==> config.mk <==
export PLATFORM = sky130hd
export DESIGN_NAME = program_loader
export DESIGN_NICKNAME = d
export VERILOG_FILES = /design/src/rtl/program_loader.sv
export SDC_FILE = /design/constraint.sdc
export NUM_CORES = 1
export LEC_CHECK = 0
export ABC_AREA = 0
export CAP_MARGIN = 20
export CORE_MARGIN = 5
export CORE_UTILIZATION = 50
export DETAILED_ROUTE_END_ITERATION = 10
export GPL_TIMING_DRIVEN = 0
export HOLD_SLACK_MARGIN = 0.02
export PLACE_DENSITY = 0.82
export SLEW_MARGIN = 10
export SYNTH_ARGS = -nofsm -noshare
export SYNTH_HDL_FRONTEND = slang
export SYNTH_SLANG_ARGS = --single-unit
==> constraint.sdc <==
create_clock -name clk -period 2.3 [get_ports clk]
set_input_delay 0.345 -clock clk [delete_from_list [all_inputs] [get_ports clk]]
set_output_delay 0.345 -clock clk [all_outputs]
set_load 0.01 [all_outputs]
==> src/rtl/program_loader.sv <==
`default_nettype none
// ============================================================================
// Module   : program_loader
// Brief    : Boot sequencer: receives a framed image, writes it to RAM at
//            LOAD_BASE, then releases the CPU and hands it the RAM port.
// Revision : 1.0 - initial release
// ============================================================================
module program_loader #(
    parameter int                    ADDR_WIDTH = 16,
    parameter int                    DATA_WIDTH = 8,
    parameter logic [ADDR_WIDTH-1:0] LOAD_BASE  = 16'hF000
) (
    input  logic                  clk,
    input  logic                  reset,
    input  logic                  start,
    input  logic [DATA_WIDTH-1:0] rx_data,
    input  logic                  rx_valid,
    output logic                  rx_ready,
    input  logic [ADDR_WIDTH-1:0] cpu_mem_address,
    input  logic                  cpu_mem_read,
    input  logic                  cpu_mem_write,
    input  logic [DATA_WIDTH-1:0] cpu_mem_data_out,
    output logic [DATA_WIDTH-1:0] cpu_mem_data_in,
    output logic [ADDR_WIDTH-1:0] mem_address,
    output logic                  mem_read,
    output logic                  mem_write,
    output logic [DATA_WIDTH-1:0] mem_data_out,
    input  logic [DATA_WIDTH-1:0] mem_data_in,
    output logic                  cpu_reset,
    output logic                  busy,
    output logic                  done,
    output logic                  error
);

    localparam int c_len_w = 2 * DATA_WIDTH;

    localparam logic [2:0] c_st_idle   = 3'd0;
    localparam logic [2:0] c_st_hdr_hi = 3'd1;
    localparam logic [2:0] c_st_hdr_lo = 3'd2;
    localparam logic [2:0] c_st_data   = 3'd3;
    localparam logic [2:0] c_st_csum   = 3'd4;
    localparam logic [2:0] c_st_run    = 3'd5;
    localparam logic [2:0] c_st_error  = 3'd6;

    localparam logic [c_len_w-1:0] c_len_one = c_len_w'(1);

    logic [2:0]            r_state;
    logic [2:0]            w_next_state;
    logic [DATA_WIDTH-1:0] r_sum;
    logic [c_len_w-1:0]    r_count;
    logic [c_len_w-1:0]    r_len;
    logic                  r_cpu_reset;

    logic                  w_receiving;
    logic                  w_accept;
    logic                  w_restart;
    logic                  w_last_data;
    logic [c_len_w-1:0]    w_full_len;
    logic [ADDR_WIDTH-1:0] w_load_addr;

    assign w_receiving = (r_state == c_st_hdr_hi) || (r_state == c_st_hdr_lo) ||
                         (r_state == c_st_data)   || (r_state == c_st_csum);
    assign w_accept    = rx_valid & w_receiving;
    assign w_restart   = start && ((r_state == c_st_idle) || (r_state == c_st_run) ||
                                   (r_state == c_st_error));
    assign w_full_len  = {r_len[c_len_w-1:DATA_WIDTH], rx_data};
    assign w_last_data = (r_count == (r_len - c_len_one));
    assign w_load_addr = LOAD_BASE + ADDR_WIDTH'(r_count);

    always_comb begin
        w_next_state = r_state;
        if (w_restart) begin
            w_next_state = c_st_hdr_hi;
        end else if (w_accept) begin
            case (r_state)
                c_st_hdr_hi: w_next_state = c_st_hdr_lo;
                c_st_hdr_lo: w_next_state = (w_full_len == '0) ? c_st_csum : c_st_data;
                c_st_data:   w_next_state = w_last_data ? c_st_csum : c_st_data;
                c_st_csum:   w_next_state = (rx_data == r_sum) ? c_st_run : c_st_error;
                default:     w_next_state = r_state;
            endcase
        end
    end

    always_ff @(posedge clk) begin
        if (reset) begin
            r_state     <= c_st_idle;
            r_cpu_reset <= 1'b1;
            r_sum       <= '0;
            r_count     <= '0;
            r_len       <= '0;
        end else begin
            r_state     <= w_next_state;
            // Registered against the next state so it falls on the good-CSUM edge.
            r_cpu_reset <= (w_next_state != c_st_run);
            if (w_restart) begin
                r_sum   <= '0;
                r_count <= '0;
            end else if (w_accept) begin
                case (r_state)
                    c_st_hdr_hi: r_len[c_len_w-1:DATA_WIDTH] <= rx_data;
                    c_st_hdr_lo: r_len[DATA_WIDTH-1:0]       <= rx_data;
                    c_st_data: begin
                        r_sum   <= r_sum + rx_data;
                        r_count <= r_count + c_len_one;
                    end
                    default: ;
                endcase
            end
        end
    end

    always_comb begin
        mem_address     = '0;
        mem_read        = 1'b0;
        mem_write       = 1'b0;
        mem_data_out    = '0;
        cpu_mem_data_in = '0;
        if (r_state == c_st_run) begin
            mem_address     = cpu_mem_address;
            mem_read        = cpu_mem_read;
            mem_write       = cpu_mem_write;
            mem_data_out    = cpu_mem_data_out;
            cpu_mem_data_in = mem_data_in;
        end else if ((r_state == c_st_data) && rx_valid) begin
            mem_address  = w_load_addr;
            mem_write    = 1'b1;
            mem_data_out = rx_data;
        end
    end

    assign rx_ready  = w_receiving;
    assign busy      = w_receiving;
    assign done      = (r_state == c_st_run);
    assign error     = (r_state == c_st_error);
    assign cpu_reset = r_cpu_reset;

endmodule
`default_nettype wire
==> impl_results.md <==
* Reg2reg setup slack at -0.11 ns
* Syn_nets at 465
* Global-route wire length before repair at 16000 um
* NumNets Final at 559
* RD Place Congestion at 0.884
* Tmin final at 2.41 ns
* Setup total negative slack at -0.198 ns
* Synthesized flop and latch total at 44
* Die X-Extent at 90.4 um
* Area Overhead vs Synth at 41.4%
* CTS tree: done
* Post-Layout Cell Count at 579
* Placed cell areas at 4170 um2
* Final period utilization at 1.05
* CTS Hold Bufs at 0
* Multi-input gate area at 2350 um2
* Fmax at 416 MHz
* Post-synth top cells: nand2_1 (48), nor2_1 (48), dfxtp_1 (44)
* Maxcap violations at 0
* Hold Vio Cnt, Final at 0
* Root buffer cell: clkbuf_8
* Mapped Cells at 407
* Effective utilization at floorplan at 0.512
* Fill count at 509
* Maximum clock path buffer count at 2
* Critical-path cell list: or4_4 > buf_6 > nor3_2 > o211ai_1 > a211oi_4 > o32ai_4 > o2111ai_2 > o31ai_2
* N_diodes at 0
* # setup viols final at 2
* PD cells at 542 nW/um2
* Vias in the first global route at 3236
* Post-layout util at 0.724
* Fraction of registers with async set/reset at 0
* Post-synth top area cell: dfxtp_1
* I/O Buffers at 84
* Routed len/inst at 18.0 um
* Crit end category: flip-flop
* Final Instance Area at 4570 um2
* Slowest cell delay on critical path at 0.52 ns
* Crit path max-delay family: compound AO/OA/AOI/OAI gates
* Worst-Margin Slew at 0.847 ns
* EDFF count, synth at 0
* Final HPWL DP at 7420 um
* Max Slew Vio Count at 0
* Hold WC Path Type: in2reg
* LEAKAGE at 1.87 nW
* DRT iter0 DRCs at 307
* CP max-delay cell: or4_4
* Netlist Area Pre-Place at 3230 um2
* Hold Startpoint: rx_data[1]
* Worst reg2reg path startpoint: r_len[0]
* Via count at 3460
* Flip-flop and latch area at 903 um2
* Peak VDD IR at 0.288 mV
* Status: complete, but fails checks
* Worst-path fanout max at 7
* Drt drc at 0
* Met3 usage at 0.0492
* Post-synthesis sequential area ratio at 0.273
* GRT Resource Usage Total at 0.233
* I/O pin count at 85
* Top-area cell type share of the netlist area at 0.273
* DRT Pass-1 Iters at 5
* WP data arrival at 2.60 ns
* Commonest register cell after synthesis: dfxtp_1
* Top Usage Layer GRT: met2
* Total grt overflow at 0
* Kind of critical path: reg2reg
* Worst Hold Endpoint: r_len[1]
* YS warnings at 0
* H-tree depth at 2
* Fin Hold WS at 0.384 ns
* Hold Path Cell Cnt at 3
* Initial antenna violation count at 0
* Die ar. at 8170 um2
* Via-to-Cell Ratio at 5.98
* Worst r2r dst: r_state[0]
* Num CTS Buffers at 5
* GRT met2 Usage at 0.405
* Final WS setup at -0.105 ns
* Dpl cells at 568
* Synth cell types at 63
* Slew headroom at 0.433
* Violated checks: negative setup slack
* Top post-synthesis cells by area: dfxtp_1 (27%), xnor2_1 (7.3%), nand2_1 (5.6%)
* Routed wire length at 10400 um
* Layout cell share with drive strength beyond 1 at 0.161
* Crit start category: flip-flop
* Clock transition at path regs at 0.10 ns
* Clk sinks at 44
* Met1 Use GR at 0.290
* Largest net degree at the start of global routing at 20
* RSZ-0062 raised after global routing: true
* DP Worst Slack at -1.01 ns
* Mean Syn Cell Area at 7.94 um2
* Reg2reg path depth at 8
* Tot Pwr at 2.48 mW
* Post-route ant nets at 0
* Worst skew pair latency at 0.31 ns
* Buf+Inv Stages, Crit Path at 1
* Die Ht at 90.4 um
* Core Area at 6310 um2
* Standard-cell rows at 29
* Clock skew at 0.0147 ns
* Worst Path Required at 2.50 ns
## area by class of cell
type,count,area share
tap,77,0.0211
inverter,10,0.00821
sequential,44,0.198
buffer,22,0.0386
clock buffer,6,0.0181
multi-input combinational,325,0.515
clock inverter,2,0.00849
timing repair buffer,93,0.192
## worst max path at each step
stage	startpoint	end	slack, ns	cells after the start
global placement	rx_valid	mem_address[4]	-0.95	6
floorplan	r_len[4]	r_state[0]	0.19	9
global route	r_len[0]	r_state[1]	-0.21	8
finish	r_len[0]	r_state[0]	-0.11	8
CTS	r_len[0]	r_state[0]	0.01	9
detailed placement	rx_valid	mem_address[9]	-1.01	6
## cell families after synthesis
kind of cell               after synthesis  synth area share
and+or+nand+nor                        180             0.290
AOI/OAI and AO/OA                       79             0.172
xor gates and xnor gates                45             0.122
DFF                                     44             0.273
buffers and inverters                   38            0.0670
adders and majority gates               12            0.0488
muxes                                    9            0.0279
## flip-flops by register name, indices dropped and copies added (netlist names)
name	cells
r_len	16
r_sum	8
r_count	16
cpu_reset	1
r_state	3
## power breakdown
group / switching, mW / internal (mW) / leakage, nW
Sequential: 0.0654 / 0.798 / 0.361
Clock: 0.299 / 0.356 / 0.0614
Combinational: 0.498 / 0.463 / 1.45
## metal layers
metal / vias up / wire (um)
li1: 1620 / -
met1: 1659 / 4260
met2: 161 / 5180
met3: 20 / 778
met4: 0 / 191
met5: - / 0
## timing repair
| item | 4_1_cts | 5_1_grt |
|---|---|---|
| resized for setup | 64 | 45 |
| setup buffers | 2 | 7 |
| pin swaps | 0 | 16 |
| endpoints found under the setup margin | 60 | 18 |
## worst reg2reg max path: cells and delay by family (launching register included)
family | cells | cell delay (ns)
flops | 1 | 0.39
buf+inv | 1 | 0.16
compound gates | 5 | 1.00
simple gates | 2 | 0.74
## cell usage in the layout, fill, tap and decap left out, drive strengths merged, types with 4 or more instances in the layout
| master | synthesis | layout |
|---|---|---|
| clkdlybuf4s50 | 0 | 51 |
| nand2 | 48 | 48 |
| nor2 | 48 | 48 |
| dfxtp | 44 | 44 |
| dlygate4sd2 | 0 | 27 |
| xnor2 | 27 | 27 |
| a21oi | 24 | 24 |
| clkbuf | 17 | 21 |
| xor2 | 18 | 18 |
| a22o | 17 | 17 |
| buf | 10 | 16 |
| and3 | 14 | 14 |
| nand3 | 13 | 13 |
| o21ai | 13 | 13 |
| ha | 11 | 11 |
| inv | 10 | 10 |
| nor3 | 10 | 10 |
| mux2i | 9 | 9 |
| nand2b | 7 | 7 |
| nor2b | 7 | 7 |
| nor4 | 6 | 6 |
| nand4 | 5 | 5 |
| or4 | 5 | 5 |
| o211ai | 4 | 4 |
| dlymetal6s2s | 0 | 4 |
Power figures use the tool's default switching activity.
